### config.mk
export PLATFORM = sky130hd
export DESIGN_NAME = report_collector_c2lw
export DESIGN_NICKNAME = d
export VERILOG_FILES = /design/src/rtl/report_collector_c2lw.sv
export SDC_FILE = /design/constraint.sdc
export NUM_CORES = 1
export LEC_CHECK = 0
export ABC_AREA = 1
export ABC_CLOCK_PERIOD_IN_PS = 8150
export BUFFER_PORTS_ARGS = -buffer_cell sky130_fd_sc_hd__clkbuf_2
export CORE_MARGIN = 2
export CORE_UTILIZATION = 55
export DETAILED_ROUTE_END_ITERATION = 10
export GPL_ROUTABILITY_DRIVEN = 1
export GPL_TIMING_DRIVEN = 0
export PLACE_DENSITY_LB_ADDON = 0.08
export SLEW_MARGIN = 25
export SYNTH_ARGS = -nofsm -noshare
export SYNTH_HDL_FRONTEND = slang
export SYNTH_SLANG_ARGS = --single-unit
### constraint.sdc
create_clock -name clk -period 8.15 [get_ports clk]
set_input_delay 2.445 -clock clk [delete_from_list [all_inputs] [get_ports clk]]
set_output_delay 2.445 -clock clk [all_outputs]
set_load 0.02 [all_outputs]
### src/rtl/report_collector_c2lw.sv
`default_nettype none
// ============================================================================
//  Module   : report_collector_c2lw
//  Purpose  : Timestamps cluster-2 load/store automata report cycles with the
//             symbol offset and buffers them in a FWFT FIFO for readout.
//  Revision : 1.0  initial release
// ============================================================================
module report_collector_c2lw #(
    parameter int NUM_REPORTS = 40,
    parameter int CNT_W       = 32,
    parameter int FIFO_DEPTH  = 8,
    parameter int DROP_W      = 16
) (
    input  logic                          clk,
    input  logic                          reset,
    input  logic                          run,
    input  logic [NUM_REPORTS-1:0]        reports,
    input  logic                          clr_status,
    output logic                          rpt_valid,
    input  logic                          rpt_ready,
    output logic [CNT_W-1:0]              rpt_offset,
    output logic [NUM_REPORTS-1:0]        rpt_vector,
    output logic [$clog2(FIFO_DEPTH):0]   fifo_level,
    output logic                          overflow,
    output logic [DROP_W-1:0]             drop_count
);

    localparam int PTR_W = $clog2(FIFO_DEPTH);
    localparam int LVL_W = PTR_W + 1;

    localparam logic [LVL_W-1:0]  c_DEPTH    = LVL_W'(FIFO_DEPTH);
    localparam logic [DROP_W-1:0] c_DROP_MAX = {DROP_W{1'b1}};

    logic [CNT_W-1:0]       r_count;
    logic [CNT_W-1:0]       r_mem_off [FIFO_DEPTH];
    logic [NUM_REPORTS-1:0] r_mem_vec [FIFO_DEPTH];
    logic [PTR_W-1:0]       r_wr_ptr;
    logic [PTR_W-1:0]       r_rd_ptr;
    logic [LVL_W-1:0]       r_level;
    logic                   r_overflow;
    logic [DROP_W-1:0]      r_drop_count;

    logic                   w_capture;
    logic                   w_pop;
    logic                   w_full;
    logic                   w_push;
    logic                   w_drop;
    logic [CNT_W-1:0]       w_count_nxt;
    logic [PTR_W-1:0]       w_wr_ptr_nxt;
    logic [PTR_W-1:0]       w_rd_ptr_nxt;
    logic [LVL_W-1:0]       w_level_nxt;
    logic                   w_overflow_nxt;
    logic [DROP_W-1:0]      w_drop_count_nxt;

    assign w_capture = run && (reports != '0);
    assign w_pop     = rpt_valid && rpt_ready;
    assign w_full    = (r_level == c_DEPTH);
    // A pop in the same cycle frees the slot, so a full FIFO still accepts.
    assign w_push    = w_capture && (!w_full || w_pop);
    assign w_drop    = w_capture && w_full && !w_pop;

    always_comb begin
        w_count_nxt  = run    ? r_count  + CNT_W'(1) : r_count;
        w_wr_ptr_nxt = w_push ? r_wr_ptr + PTR_W'(1) : r_wr_ptr;
        w_rd_ptr_nxt = w_pop  ? r_rd_ptr + PTR_W'(1) : r_rd_ptr;

        w_level_nxt = r_level;
        case ({w_push, w_pop})
            2'b10:   w_level_nxt = r_level + LVL_W'(1);
            2'b01:   w_level_nxt = r_level - LVL_W'(1);
            default: w_level_nxt = r_level;
        endcase
    end

    // Clear is applied first so a coinciding drop leaves overflow=1, count=1.
    always_comb begin
        w_overflow_nxt   = r_overflow;
        w_drop_count_nxt = r_drop_count;
        if (clr_status) begin
            w_overflow_nxt   = 1'b0;
            w_drop_count_nxt = '0;
        end
        if (w_drop) begin
            w_overflow_nxt = 1'b1;
            if (w_drop_count_nxt != c_DROP_MAX) begin
                w_drop_count_nxt = w_drop_count_nxt + DROP_W'(1);
            end
        end
    end

    always_ff @(posedge clk) begin
        if (reset) begin
            r_count      <= '0;
            r_wr_ptr     <= '0;
            r_rd_ptr     <= '0;
            r_level      <= '0;
            r_overflow   <= 1'b0;
            r_drop_count <= '0;
        end else begin
            r_count      <= w_count_nxt;
            r_wr_ptr     <= w_wr_ptr_nxt;
            r_rd_ptr     <= w_rd_ptr_nxt;
            r_level      <= w_level_nxt;
            r_overflow   <= w_overflow_nxt;
            r_drop_count <= w_drop_count_nxt;
        end
    end

    // Storage needs no reset: the head is masked to zero whenever empty.
    always_ff @(posedge clk) begin
        if (!reset && w_push) begin
            r_mem_off[r_wr_ptr] <= r_count;
            r_mem_vec[r_wr_ptr] <= reports;
        end
    end

    assign rpt_valid  = (r_level != '0);
    assign rpt_offset = rpt_valid ? r_mem_off[r_rd_ptr] : '0;
    assign rpt_vector = rpt_valid ? r_mem_vec[r_rd_ptr] : '0;
    assign fifo_level = r_level;
    assign overflow   = r_overflow;
    assign drop_count = r_drop_count;

endmodule
`default_nettype wire

After elaboration in Yosys (flattened, before gate mapping)
Memory sizes are Yosys's and may differ from the RTL's. A register that Yosys moved wholly into a read port is not among the register bits.
Cells that the tools add are included.
{"block": "word_totals", "reg_bits": 59, "mem_bits_rw": 576, "inputBits": 45, "out_inout_bits": 94, "word_cells": 46, "n_memories": 2}
{"name": "r_mem_vec", "depth": 8, "width": 40, "rd": 1, "rd_clocked_by_memory_dff": 1, "write_ports": 1, "line_no": "36", "source": "logic [NUM_REPORTS-1:0] r_mem_vec [FIFO_DEPTH];"}
{"name": "r_mem_off", "depth": 8, "width": 32, "rd": 1, "rd_clocked_by_memory_dff": 1, "write_ports": 1, "line_no": "35", "source": "logic [CNT_W-1:0] r_mem_off [FIFO_DEPTH];"}
{"block": "classes", "add_sub_neg": 6, "n_eq_ne": 4, "mux": 14, "reduce_logical": 14}
{"operator": "two-way mux 16 bit", "count": 3}
{"operator": "two-way mux 40 bit", "count": 1}
{"operator": "nonzero test 40 bit", "count": 1}
{"operator": "adder 32 x 1 -> 32 bit (second input constant)", "count": 1}
{"operator": "two-way mux 32 bit", "count": 1}
{"operator": "adder 16 x 1 -> 16 bit (second input constant)", "count": 1}
{"operator": "inequality test 16 bit (second input constant)", "count": 1}
{"operator": "two-way mux 3 bit", "count": 4}
{"operator": "one-hot mux 4 bit (2 select lines)", "count": 1}
{"operator": "adder 3 x 1 -> 3 bit (second input constant)", "count": 2}
{"operator": "logical AND 1 bit", "count": 6}
{"operator": "adder 4 x 1 -> 4 bit (second input constant)", "count": 1}
{"operator": "== test 4 bit (second input constant)", "count": 1}
{"operator": "two-way mux 1 bit", "count": 4}
{"operator": "nonzero test 2 bit", "count": 2}
{"operator": "nonzero test 4 bit", "count": 1}
{"operator": "subtractor 4 x 1 -> 4 bit (second input constant)", "count": 1}
{"operator": "logical NOT 1 bit", "count": 3}
{"operator": "== test 2 x 1 -> 1 bit (second input constant)", "count": 1}
{"operator": "== test 2 bit (second input constant)", "count": 1}
{"operator": "logical OR 1 bit", "count": 1}

Logic depth before layout (Yosys ltp)
{"block": "logic_depth", "depth_word": 7, "ltp_mapped": 17, "mapped_depth_nobuf": 17}

Least setup slack after synthesis
OpenSTA, ideal clock, no wires.
{"block": "synth_timing", "path_kind": "input port to flip-flop", "from": "in run", "to": "mem r_mem_off[6][0], enable pin", "t_arrival_ns": 8.084, "setup_slack_ns": -0.525, "cell_stages": 6, "path_buffers": 1, "cell_sequence": "buf_2 > inv_1 > o21bai_1 > nor2_1 > nand2_1 > nor3_1"}
{"block": "synth_via", "elab_chain_len": 5}
{"item": "from (decl)", "line_no": "16", "source": "input logic run,"}
{"item": "logical AND 1 bit", "line_no": "55", "source": "assign w_capture = run && (reports != '0);"}
{"item": "logical AND 1 bit", "line_no": "59", "source": "assign w_push = w_capture && (!w_full || w_pop);"}
{"item": "logical AND 1 bit", "line_no": "111", "source": "if (!reset && w_push) begin"}
{"item": "two-way mux 1 bit", "line_no": "111"}
{"item": "two-way mux 1 bit (not written as such)", "line_no": "112", "source": "r_mem_off[r_wr_ptr] <= r_count;"}
{"item": "to (decl)", "line_no": "35"}
Every way passes these cells.

==> run summary <==
- **# nets final** 2483
- **area of placed instances** 27800 um^2
- **clock sink count** 638
- **x dimension of the die** 220 um
- **I/O pin total** 139
- **count of vias placed by the detailed router** 17901
- **Mapped Area** 25600 um^2
- **max-slew violations** 0
- **remaining global-route overflow** 0
- **remaining antenna violation count after routing** 0
- **number of enable-type register cells in the synthesized netlist** 576
- **estimated wirelength of the detail-placed design** 44100 um
- **Gates resized, CTS repair** 0
- **final setup vio count** 0
- **number of global-route vias before repair** 17200
- **Routed WL** 65600 um
- **Static Leakage** 10.2 nW
- **net count after synthesis** 2218
- **worst vdd rail ir drop** 178 uV
- **data required time of the worst path** 5710 ps
- **synthesized area divided by synthesized cell count** 11.8 um^2
- **share of synthesized area occupied by flip-flops and latches** 72.5%
- **most instantiated cells after synthesis** 576 x sky130_fd_sc_hd__edfxtp_1, 540 x sky130_fd_sc_hd__nor2_1, 358 x sky130_fd_sc_hd__o21ai_0
- **main area contributors after synthesis** sky130_fd_sc_hd__edfxtp_1 68%, sky130_fd_sc_hd__nor2_1 7.9%, sky130_fd_sc_hd__o21ai_0 7.0%, sky130_fd_sc_hd__dfxtp_1 4.9%, sky130_fd_sc_hd__a31oi_1 1.8%
- **clock root cell** sky130_fd_sc_hd__clkbuf_16
- **critical register-to-register path startpoint** fifo_level[0]
- **Post CTS Setup Buffer Count** 0
- **diodes inserted** 0
- **share of flip-flops with an asynchronous set or reset** 0%
- **core area** 46300 um^2
- **starting density of the core** 55.3%
- **synth unique cells** 35
- **Util after Layout** 64.5%
- **met2 wirelength from detailed routing** 30900 um
- **antenna violations before repair** 1
- **Total Power Consumption** 8.45 mW
- **Tcrit/Tclk final** 75.5%
- **wire length of the first global-routing pass** 99400 um
- **maximum number of pins on one net before global-route repair** 24
- **total power density per cell area** 283 nW/um^2
- **Max Buffers Root-to-Sink** 3
- **number of max-cap violations** 0
- **class of the tightest hold or removal check** reg2reg
- **clock period minus worst slack** 6160 ps
- **TritonCTS clock tree** built
- **hold bufs inserted after CTS** 0
- **Cell Rows** 79
- **Setup Crit Path Kind** reg2out
- **post-synthesis to final-layout area growth** 16.7%
- **Die Span Y** 220 um
- **status** complete, no violations
- **CP Launch Type** flop
- **Yosys top cell by area** sky130_fd_sc_hd__edfxtp_1
- **maximum clock frequency** 0.162 GHz
- **Least-Margin Pin Slew** 1040 ps
- **number of buffers added by the clock tree synthesis step** 67
- **placer congestion estimate** 0.873
- **overall global routing resource usage** 27.5%
- **port bufs** 137
- **level count of the clock H-tree** 3
- **WL met1** 27800 um
- **detailed-route vias per instance** 5.80
- **register clock-pin slew on the reported worst setup and hold paths** 60 ps
- **Arr. time, crit path** 3710 ps
- **share of layout cells above drive strength 1** 13.7%
- **number of violations reported at the end of detailed-routing iteration 0** 1614
- **share of the synthesized area in the top cell type** 67.6%
- **kind of capture point of the worst setup path** output port
- **most instantiated library cell after synthesis** sky130_fd_sc_hd__edfxtp_1
- **Post-Layout Inst Area** 29800 um^2
- **wire length on met3** 5050 um
- **flip-flop cell with the highest count after synthesis** sky130_fd_sc_hd__edfxtp_1
- **number of failing hold endpoints at the final stage** 0
- **Mapped Cells** 2166
- **worst min-delay path startpoint** r_rd_ptr[2]
- **synthesis warning total** 0
- **clock latency reported for the late side of the worst-skew pair** 600 ps
- **critical path peak fanout** 10
- **die outline area** 48200 um^2
- **count of fill cells added during filler insertion** 3545
- **unrepaired setup endpoints after global routing** false
- **remaining routing DRC violations** 0
- **detail-routed net length per standard cell** 21.2 um
- **number of register bits inferred by synthesis** 638
- **top layer reached by signal wires** met5
- **First-pass DRT Iterations** 8
- **worst clock skew on the final layout** 19.6 ps
- **max_slew headroom** 31.0%
## final timing paths
check             slack [ps]                to  depth (start not counted)
hold reg to reg          470       r_rd_ptr[2]                          2
hold / removal           470       r_rd_ptr[2]                          2
setup reg to reg        5130  r_mem_vec[4][18]                         12
setup / recovery        1990    rpt_offset[20]                          8
## layout by cell type (no fill, tap or decap), drive strengths merged
master / instances
dfxtp: 62
inv: 76
fa: 1
edfxtp: 576
xnor2: 8
a31oi: 74
nand3: 26
clkbuf: 333
ha: 6
buf: 84
bufinv: 3
o21bai: 1
nand4: 18
o22ai: 72
nor4: 2
xor2: 12
o221a: 1
o21ai: 389
nor2: 547
clkinv: 18
a21oi: 37
nor3: 24
nand2: 110
or3: 1
## state kept, by name, summed over array words and instances, names as in the netlist, named ones only
| register | cells |
|---|---|
| r_mem_vec | 320 |
| r_mem_off | 256 |
| r_count | 32 |
| drop_count | 16 |
| fifo_level | 4 |
| r_rd_ptr | 3 |
| r_wr_ptr | 3 |
| overflow | 1 |
## power by group
group          switching (mW)  internal, mW
sequential             0.0257          3.61
clock                    1.22          1.65
combinational            1.40         0.539
total                    2.64          5.80
## logic make-up (layout without fill, tap and decap cells)
| logic type | Yosys count | in the layout | synth area share (%) |
|---|---|---|---|
| buf+inv | 199 | 514 | 3.10 |
| compound gates | 574 | 574 | 12.0 |
| simple gates | 728 | 728 | 11.4 |
| fa+ha+maj | 7 | 7 | 0.372 |
| xor+xnor | 20 | 20 | 0.685 |
| flops | 638 | 638 | 72.5 |
## through the flow
stage,setup WS (ps),setup TNS [ps],hold slack (ps),std cells
3_3_place_gp,-5590,-2018070,447,2910
5_1_grt,1880,0,505,3088
3_5_place_dp,2640,0,453,2969
4_1_cts,2000,0,462,3088
6_report,1990,0,466,3088
2_1_floorplan,-525,-151110,433,2166
## layer usage
metal  global-route usage, %  vias up
li1                        -     8357
met1                    38.4     8704
met2                    43.9      723
met3                    4.78      115
met4                    9.80        2
met5                       0        -
## critical path: stages (launching register included)
cell	delay, ps
sky130_fd_sc_hd__dfxtp_1	310
sky130_fd_sc_hd__buf_2	340
sky130_fd_sc_hd__clkinv_1	540
sky130_fd_sc_hd__clkbuf_1	490
sky130_fd_sc_hd__clkbuf_1	470
sky130_fd_sc_hd__nor2_1	180
sky130_fd_sc_hd__o21ai_0	100
sky130_fd_sc_hd__a31oi_1	410
sky130_fd_sc_hd__clkbuf_2	260
## final cells by class
type / instances / area, um^2 / area share (%)
tap: 607 / 759 / 2.54
clock buffer: 94 / 1810 / 6.06
sequential: 638 / 18500 / 62.1
timing repair buffer: 196 / 1430 / 4.80
buffer: 127 / 523 / 1.75
multi-input combinational: 1329 / 6290 / 21.1
inverter: 72 / 272 / 0.910
clock inverter: 25 / 221 / 0.742
No activity file was read; power rests on OpenSTA's default activity.
